File: src/rtl/fmap_buf_ctrl.sv
// Clear/load/scan sequencer for the 30x30 zero-padded feature-map buffer.
// FMAP_CLEAR_EN adds the buffer-clearing CLEAR phase ahead of LOAD.
module fmap_buf_ctrl #(
    parameter int WIDTH  = 9,
    parameter int DIM    = 30,
    parameter int ADDR_W = 10
) (
    input  logic              clk,
    input  logic              rst,
    input  logic              start,
    input  logic              in_valid,
    input  logic [WIDTH-1:0]  in_data,
    output logic              in_ready,
    output logic              mem_we,
    output logic [ADDR_W-1:0] mem_waddr,
    output logic [WIDTH-1:0]  mem_wdata,
    output logic              mem_re,
    output logic [ADDR_W-1:0] mem_raddr,
    output logic              tap_valid,
    output logic [3:0]        tap_idx,
    output logic              win_last,
    output logic              frame_last,
    output logic              busy,
    output logic              done
);

    localparam int CW = $clog2(DIM);
    localparam logic [CW-1:0]     IN_LAST = CW'(DIM - 3);
    localparam logic [ADDR_W-1:0] A_FIRST = ADDR_W'(DIM + 1);
    localparam logic [ADDR_W-1:0] A_RSKIP = ADDR_W'(3);
    localparam logic [ADDR_W-1:0] A_KROW  = ADDR_W'(DIM - 2);
`ifdef FMAP_CLEAR_EN
    localparam logic [ADDR_W-1:0] A_CLAST = ADDR_W'(DIM * DIM - 1);
`endif

    typedef enum logic [2:0] {IDLE, CLEAR, LOAD, CONV, DONE} state_t;

    state_t            state, state_nxt;
    logic [ADDR_W-1:0] waddr, base, raddr;
    logic [CW-1:0]     row, col, ox, oy;
    logic [3:0]        tap;
    logic [1:0]        kx;
    logic              tv_q, wl_q, fl_q;
    logic [3:0]        ti_q;
    logic              accept, load_end, win_end, conv_end, clear_end;

    assign accept   = (state == LOAD) && in_valid;
    assign load_end = accept && (row == IN_LAST) && (col == IN_LAST);
    assign win_end  = (tap == 4'd8);
    assign conv_end = (state == CONV) && win_end
                      && (ox == IN_LAST) && (oy == IN_LAST);
`ifdef FMAP_CLEAR_EN
    assign clear_end = (state == CLEAR) && (waddr == A_CLAST);
`else
    assign clear_end = 1'b0;
`endif

    always_ff @(posedge clk) begin
        if (rst) state <= IDLE;
        else     state <= state_nxt;
    end

    always_comb begin
        state_nxt = state;
        unique case (state)
`ifdef FMAP_CLEAR_EN
            IDLE:  if (start) state_nxt = CLEAR;
`else
            IDLE:  if (start) state_nxt = LOAD;
`endif
            CLEAR: if (clear_end) state_nxt = LOAD;
            LOAD:  if (load_end) state_nxt = CONV;
            CONV:  if (conv_end) state_nxt = DONE;
            DONE:  state_nxt = IDLE;
            default: state_nxt = IDLE;
        endcase
    end

    // Outputs are forced low while rst is high so the reset cycle is quiet too.
    always_comb begin
        in_ready   = 1'b0;
        mem_we     = 1'b0;
        mem_waddr  = '0;
        mem_wdata  = '0;
        mem_re     = 1'b0;
        mem_raddr  = '0;
        tap_valid  = 1'b0;
        tap_idx    = '0;
        win_last   = 1'b0;
        frame_last = 1'b0;
        busy       = 1'b0;
        done       = 1'b0;
        if (!rst) begin
            in_ready   = (state == LOAD);
            mem_we     = (state == CLEAR) || accept;
            mem_waddr  = mem_we ? waddr : '0;
            mem_wdata  = accept ? in_data : '0;
            mem_re     = (state == CONV);
            mem_raddr  = mem_re ? raddr : '0;
            tap_valid  = tv_q;
            tap_idx    = ti_q;
            win_last   = wl_q;
            frame_last = fl_q;
            busy       = (state != IDLE);
            done       = (state == DONE);
        end
    end

    always_ff @(posedge clk) begin
        if (rst) begin
            waddr <= '0;
            row   <= '0;
            col   <= '0;
            base  <= '0;
            raddr <= '0;
            tap   <= '0;
            kx    <= '0;
            ox    <= '0;
            oy    <= '0;
        end else begin
            unique case (state)
                IDLE: begin
`ifdef FMAP_CLEAR_EN
                    waddr <= '0;
`else
                    waddr <= A_FIRST;
`endif
                    row   <= '0;
                    col   <= '0;
                    base  <= '0;
                    raddr <= '0;
                    tap   <= '0;
                    kx    <= '0;
                    ox    <= '0;
                    oy    <= '0;
                end
                CLEAR: waddr <= clear_end ? A_FIRST : waddr + 1'b1;
                LOAD: if (accept) begin
                    if (col == IN_LAST) begin
                        col   <= '0;
                        row   <= row + 1'b1;
                        waddr <= waddr + A_RSKIP;
                    end else begin
                        col   <= col + 1'b1;
                        waddr <= waddr + 1'b1;
                    end
                end
                CONV: begin
                    if (win_end) begin
                        tap <= '0;
                        kx  <= '0;
                        // Next window base: step right, or wrap to next row.
                        if (ox == IN_LAST) begin
                            ox    <= '0;
                            oy    <= oy + 1'b1;
                            base  <= base + A_RSKIP;
                            raddr <= base + A_RSKIP;
                        end else begin
                            ox    <= ox + 1'b1;
                            base  <= base + 1'b1;
                            raddr <= base + 1'b1;
                        end
                    end else if (kx == 2'd2) begin
                        kx    <= '0;
                        tap   <= tap + 1'b1;
                        raddr <= raddr + A_KROW;
                    end else begin
                        kx    <= kx + 1'b1;
                        tap   <= tap + 1'b1;
                        raddr <= raddr + 1'b1;
                    end
                end
                default: ;
            endcase
        end
    end

    always_ff @(posedge clk) begin
        if (rst) begin
            tv_q <= 1'b0;
            ti_q <= '0;
            wl_q <= 1'b0;
            fl_q <= 1'b0;
        end else begin
            tv_q <= (state == CONV);
            ti_q <= (state == CONV) ? tap : 4'd0;
            wl_q <= (state == CONV) && win_end;
            fl_q <= conv_end;
        end
    end

endmodule

File: config.mk
export PLATFORM = sky130hd
export DESIGN_NAME = fmap_buf_ctrl
export DESIGN_NICKNAME = d
export VERILOG_FILES = /design/src/rtl/fmap_buf_ctrl.sv
export SDC_FILE = /design/constraint.sdc
export NUM_CORES = 1
export LEC_CHECK = 0
export ABC_AREA = 1
export CAP_MARGIN = 10
export CORE_MARGIN = 3
export CORE_UTILIZATION = 40
export CTS_BUF_LIST = sky130_fd_sc_hd__clkbuf_8
export DETAILED_ROUTE_END_ITERATION = 12
export PLACE_DENSITY_LB_ADDON = 0.1
export SLEW_MARGIN = 20
export SYNTH_ARGS = -nofsm -noshare
export SYNTH_HDL_FRONTEND = slang
export SYNTH_SLANG_ARGS = --single-unit
File: constraint.sdc
create_clock -name clk -period 6.17 [get_ports clk]
set_input_delay 1.851 -clock clk [delete_from_list [all_inputs] [get_ports clk]]
set_output_delay 1.851 -clock clk [all_outputs]
set_load 0.02 [all_outputs]
### Yosys cells after proc, flatten, opt, wreduce, memory -nomap -nowiden

Index checks and enable logic that the tools add are counted.

* register bits: 66
* input port bits: 13
* word-level logic and storage cells: 109

* equal/unequal tests: 17
* bitwise gates (word level): 2
* reduce and logical (&&, ||, !) cells: 19
* muxes and demuxes: 45
* add/subtract/negate cells: 12

Operator list (number)
* $mux W10: 10
* $mux W5: 8
* $pmux W10 S2: 2
* $pmux W5 S2: 4
* $add A10 B1 Y10 const B: 3
* $pmux W10 S3: 1
* $add A10 B2 Y10 const B: 2
* $add A5 B1 Y5 const B: 4
* $eq A5 B5 Y1 const B: 4
* $mux W9: 2
* $ne A2 B2 Y1 const B: 6
* $pmux W3 S4: 1
* $add A10 B5 Y10 const B: 1
* $mux W3: 3
* $mux W1: 8
* $mux W4: 2
* $pmux W4 S2: 1
* $eq A3 B2 Y1 const B: 2
* $logic_and A1 B1 Y1: 6
* $reduce_and A2 Y1: 3
* $reduce_and A3 Y1: 2
* $reduce_bool A3 Y1: 2
* $add A4 B1 Y4 const B: 1
* $eq A4 B4 Y1 const B: 1
* 13 further kinds: 16

### Logic depth before layout (Yosys ltp)

* word-level depth: 6
* mapped depth: 12
* depth with buffers taken out: 12

### Worst setup path after synthesis

Ideal clock, no wire load.

* kind: input to output
* start: input port in_valid
* end: output port mem_waddr[0]
* stages: 6
* slack: 1.360 ns
* arrival: 2.959 ns
* cell sequence: inv_1 nor2_1 nor2_1 nor2_1 inv_2 nor2_1

* word-level cells in the longest chain between the ends: 4

Ends and longest elaborated chain
* from (decl): RTL line 11 `input logic in_valid,`
* $logic_and A1 B1 Y1: RTL line 47 `assign accept = (state == LOAD) && in_valid;`
* $logic_or A1 B1 Y1: RTL line 95 `mem_we = (state == CLEAR) || accept;`
* $mux W10: RTL line 96 `mem_waddr = mem_we ? waddr : '0;`
* $mux W10: RTL line 93 `if (!rst) begin`
* to (decl): RTL line 15 `output logic [ADDR_W-1:0] mem_waddr,`

Every way passes these cells.

### Final worst setup path

* start: input port in_valid
* end: output port mem_waddr[1]

Same word-level chain as after synthesis.

==> impl_metrics.toml <==
[grt]
grt_overflow = 0
grt_pass1_vias = 3839
grt_pass1_wl_microns = 17400
grt_max_degree = 43
track_usage_pct = 18.7
antenna_found_initial = 0

[floorplan]
initial_utilization_pct = 42.3
core_sq_um = 9500
dieArea_sq_um = 11300
rows = 35
io_pins = 54
die_x_microns = 106
die_h_microns = 106

[detailed_routing]
vias_per_cell = 4.96
ant_nets = 0
dr_total_vias = 4007
drt-initial-drc-count = 251
drc_errors = 0
avgRoutedWirePerCell_microns = 12.6
wirelength_microns = 10200
first_pass_iters = 5

[cells_and_area]
fin_nets = 701
postLayoutCoreUtil_pct = 51.2
synthToLayoutAreaGrowth_pct = 21.1
multiInputGateArea_sq_um = 2270
regArea_sq_um = 1320
drive_gt1_share_pct = 6.19
final_cell_mix = "nand2_1, inv_1, nor2_1"
num_antenna_cells = 0
fill_cells = 969
final_common_cell = "nand2_1"

[clock_network]
tritoncts = "done"
clkSinkCount = 66
clk_latency_ns = 0.34
cts-hold-fix-buffers = 0
cts-buffers-inserted = 9
htree_levels = 3
cts.clk_slew.worst_paths_ns = 0.07
post_cts_buffers = 0
cts_buffer_depth = 2
root_buffer = "clkbuf_8"
ctsResizeCount = 0

[synthesis]
yosysSeqAreaShare_pct = 32.9
netlist_area_sq_um = 4020
ys_async_sr_fraction_pct = 0
avgSynthCellArea_sq_um = 6.46
ys_types = 43
synth-edff-count = 0
yosys_register_bits = 66
synth.net_count = 648
synthCells = 622
yosysWarnings = 0
synth_flop_cell = "dfxtp_1"

[pwr]
max-vdd-ir-drop_mv = 0.158
power_mw = 1.40
netSwitchingFraction_pct = 41.4
p_int_uw = 820
power.leakage_nw = 1.94
pwr-share-comb_pct = 37.2
p_sw_uw = 579
p_per_area_nw_per_um2 = 288
seqPwrFrac_pct = 37.5
power_frac_clock_pct = 25.3

[hold_path]
hp-class = "register to register"
min_path_cells = 1

[timing]
setup_viol = 0
fin_hold_ws_ns = 0.476
hold_viol_final = 0
period_needed_ns = 5.64
relSlewSlack_pct = 70.8
fmax_ghz = 0.177
drv_slew = 0
fin_crit_sh_pct = 91.4
tightest_slew_ns = 0.438
finalClockSkew_ns = 0.0139
final.setup.tns_ns = 0
rsz0062_at_grt = "false"

[placement]
place_congestion = 0.964
placement.io_buffers = 53
hpwlAfterDp_microns = 7590

[setup_path]
critPathKind = "input pin to output pin"
cp.arrival_ns = 3.79
start_kind = "input pin"
reg2regPathDepth = 11
critPathMaxFanout = 10
required_ns = 4.32
worstSetupEndpointType = "output pin"
reg2reg_slack_ns = 3.91

[run_status]
run_status = "finished clean"

[job]
drv_cap = 0
==> state kept, by name (all words and copies together), names as in the netlist <==
signal,cells
waddr,10
fl_q,1
tap,4
wl_q,1
tv_q,1
base,10
row,5
kx,2
col,5
raddr,10
ox,5
oy,5
ti_q,4
state,3
==> worst paths after layout <==
| path | to | start |
|---|---|---|
| worst max-delay path | mem_waddr[1] | in_valid |
| worst min-delay path | col[4] | col[4] |
| worst max register to register | raddr[9] | ox[0] |
| worst min register to register | col[4] | col[4] |
==> through the flow <==
step / worst slack, ns / cells / area [sq um]
after floorplan: 1.36 / 622 / 4020
after global placement: 0.591 / 793 / 4680
after detailed placement: 0.560 / 793 / 4680
after CTS: 0.552 / 808 / 4860
after global routing: 0.327 / 808 / 4860
final: 0.529 / 808 / 4860
==> cell type report <==
type,count,share of cell area (%)
clock buffer,10,2.83
timing repair buffer,56,11.6
multi-input combinational,446,46.7
inverter,96,7.41
tap,129,3.32
clock inverter,5,0.978
sequential,66,27.2
==> worst max-delay path: stages <==
cell and delay [ns]:
clkdlybuf4s50_1 0.53, inv_1 0.10, nor2_1 0.20, nor2_1 0.10
nor2_1 0.18, inv_2 0.11, nor2_1 0.10, clkdlybuf4s50_1 0.61
==> cells in the mapped netlist, types with 2 or more instances <==
cell type / number / area, sq um
o31ai_1: 3 / 22.5
clkbuf_1: 10 / 37.5
xor2_1: 12 / 105
nor3_1: 4 / 20.0
nand3_4: 2 / 35.0
inv_1: 88 / 330
dfxtp_1: 66 / 1320
o32ai_1: 2 / 17.5
xnor2_1: 3 / 26.3
inv_2: 7 / 26.3
nand2_1: 136 / 510
buf_2: 2 / 10.0
nand4_1: 8 / 50.1
nor3b_1: 2 / 15.0
nor2_1: 88 / 330
o21ai_0: 29 / 145
nand2_4: 3 / 33.8
nand3_1: 64 / 320
nand3b_1: 2 / 15.0
o21ai_1: 3 / 15.0
nand2_2: 2 / 12.5
a21oi_1: 47 / 235
a31oi_1: 3 / 18.8
nor2_2: 4 / 25.0
ha_1: 12 / 150
or2_2: 3 / 18.8
==> power groups by stage <==
stage	Clock (mW)	Combinational, mW	Sequential (mW)
6_report	0.354	0.521	0.525
5_1_grt	0.382	0.588	0.533
4_1_cts	0.363	0.525	0.523
3_5_place_dp	0	0.523	0.532
3_3_place_gp	0	0.517	0.530
2_1_floorplan	0	0.407	0.511
==> metal layers <==
| layer | vias to the layer above | track usage [%] | wire (microns) |
|---|---|---|---|
| met2 | 83 | 29.9 | 4520 |
| li1 | 2096 | - | - |
| met5 | - | 0 | 0 |
| met1 | 1811 | 24.6 | 4940 |
| met4 | 0 | 7.40 | 148 |
| met3 | 17 | 3.64 | 572 |
==> cell families (layout without fill, tap and decap cells) <==
logic type      count (synthesis)  count (layout)  synth area share, %
fa+ha+maj                      13              13                 4.24
simple gates                  323             323                 35.7
buf+inv                       110             167                 10.6
xor+xnor                       15              15                 3.27
flops                          66              66                 32.9
compound gates                 95              95                 13.3
(Power assumes the default switching activity.)
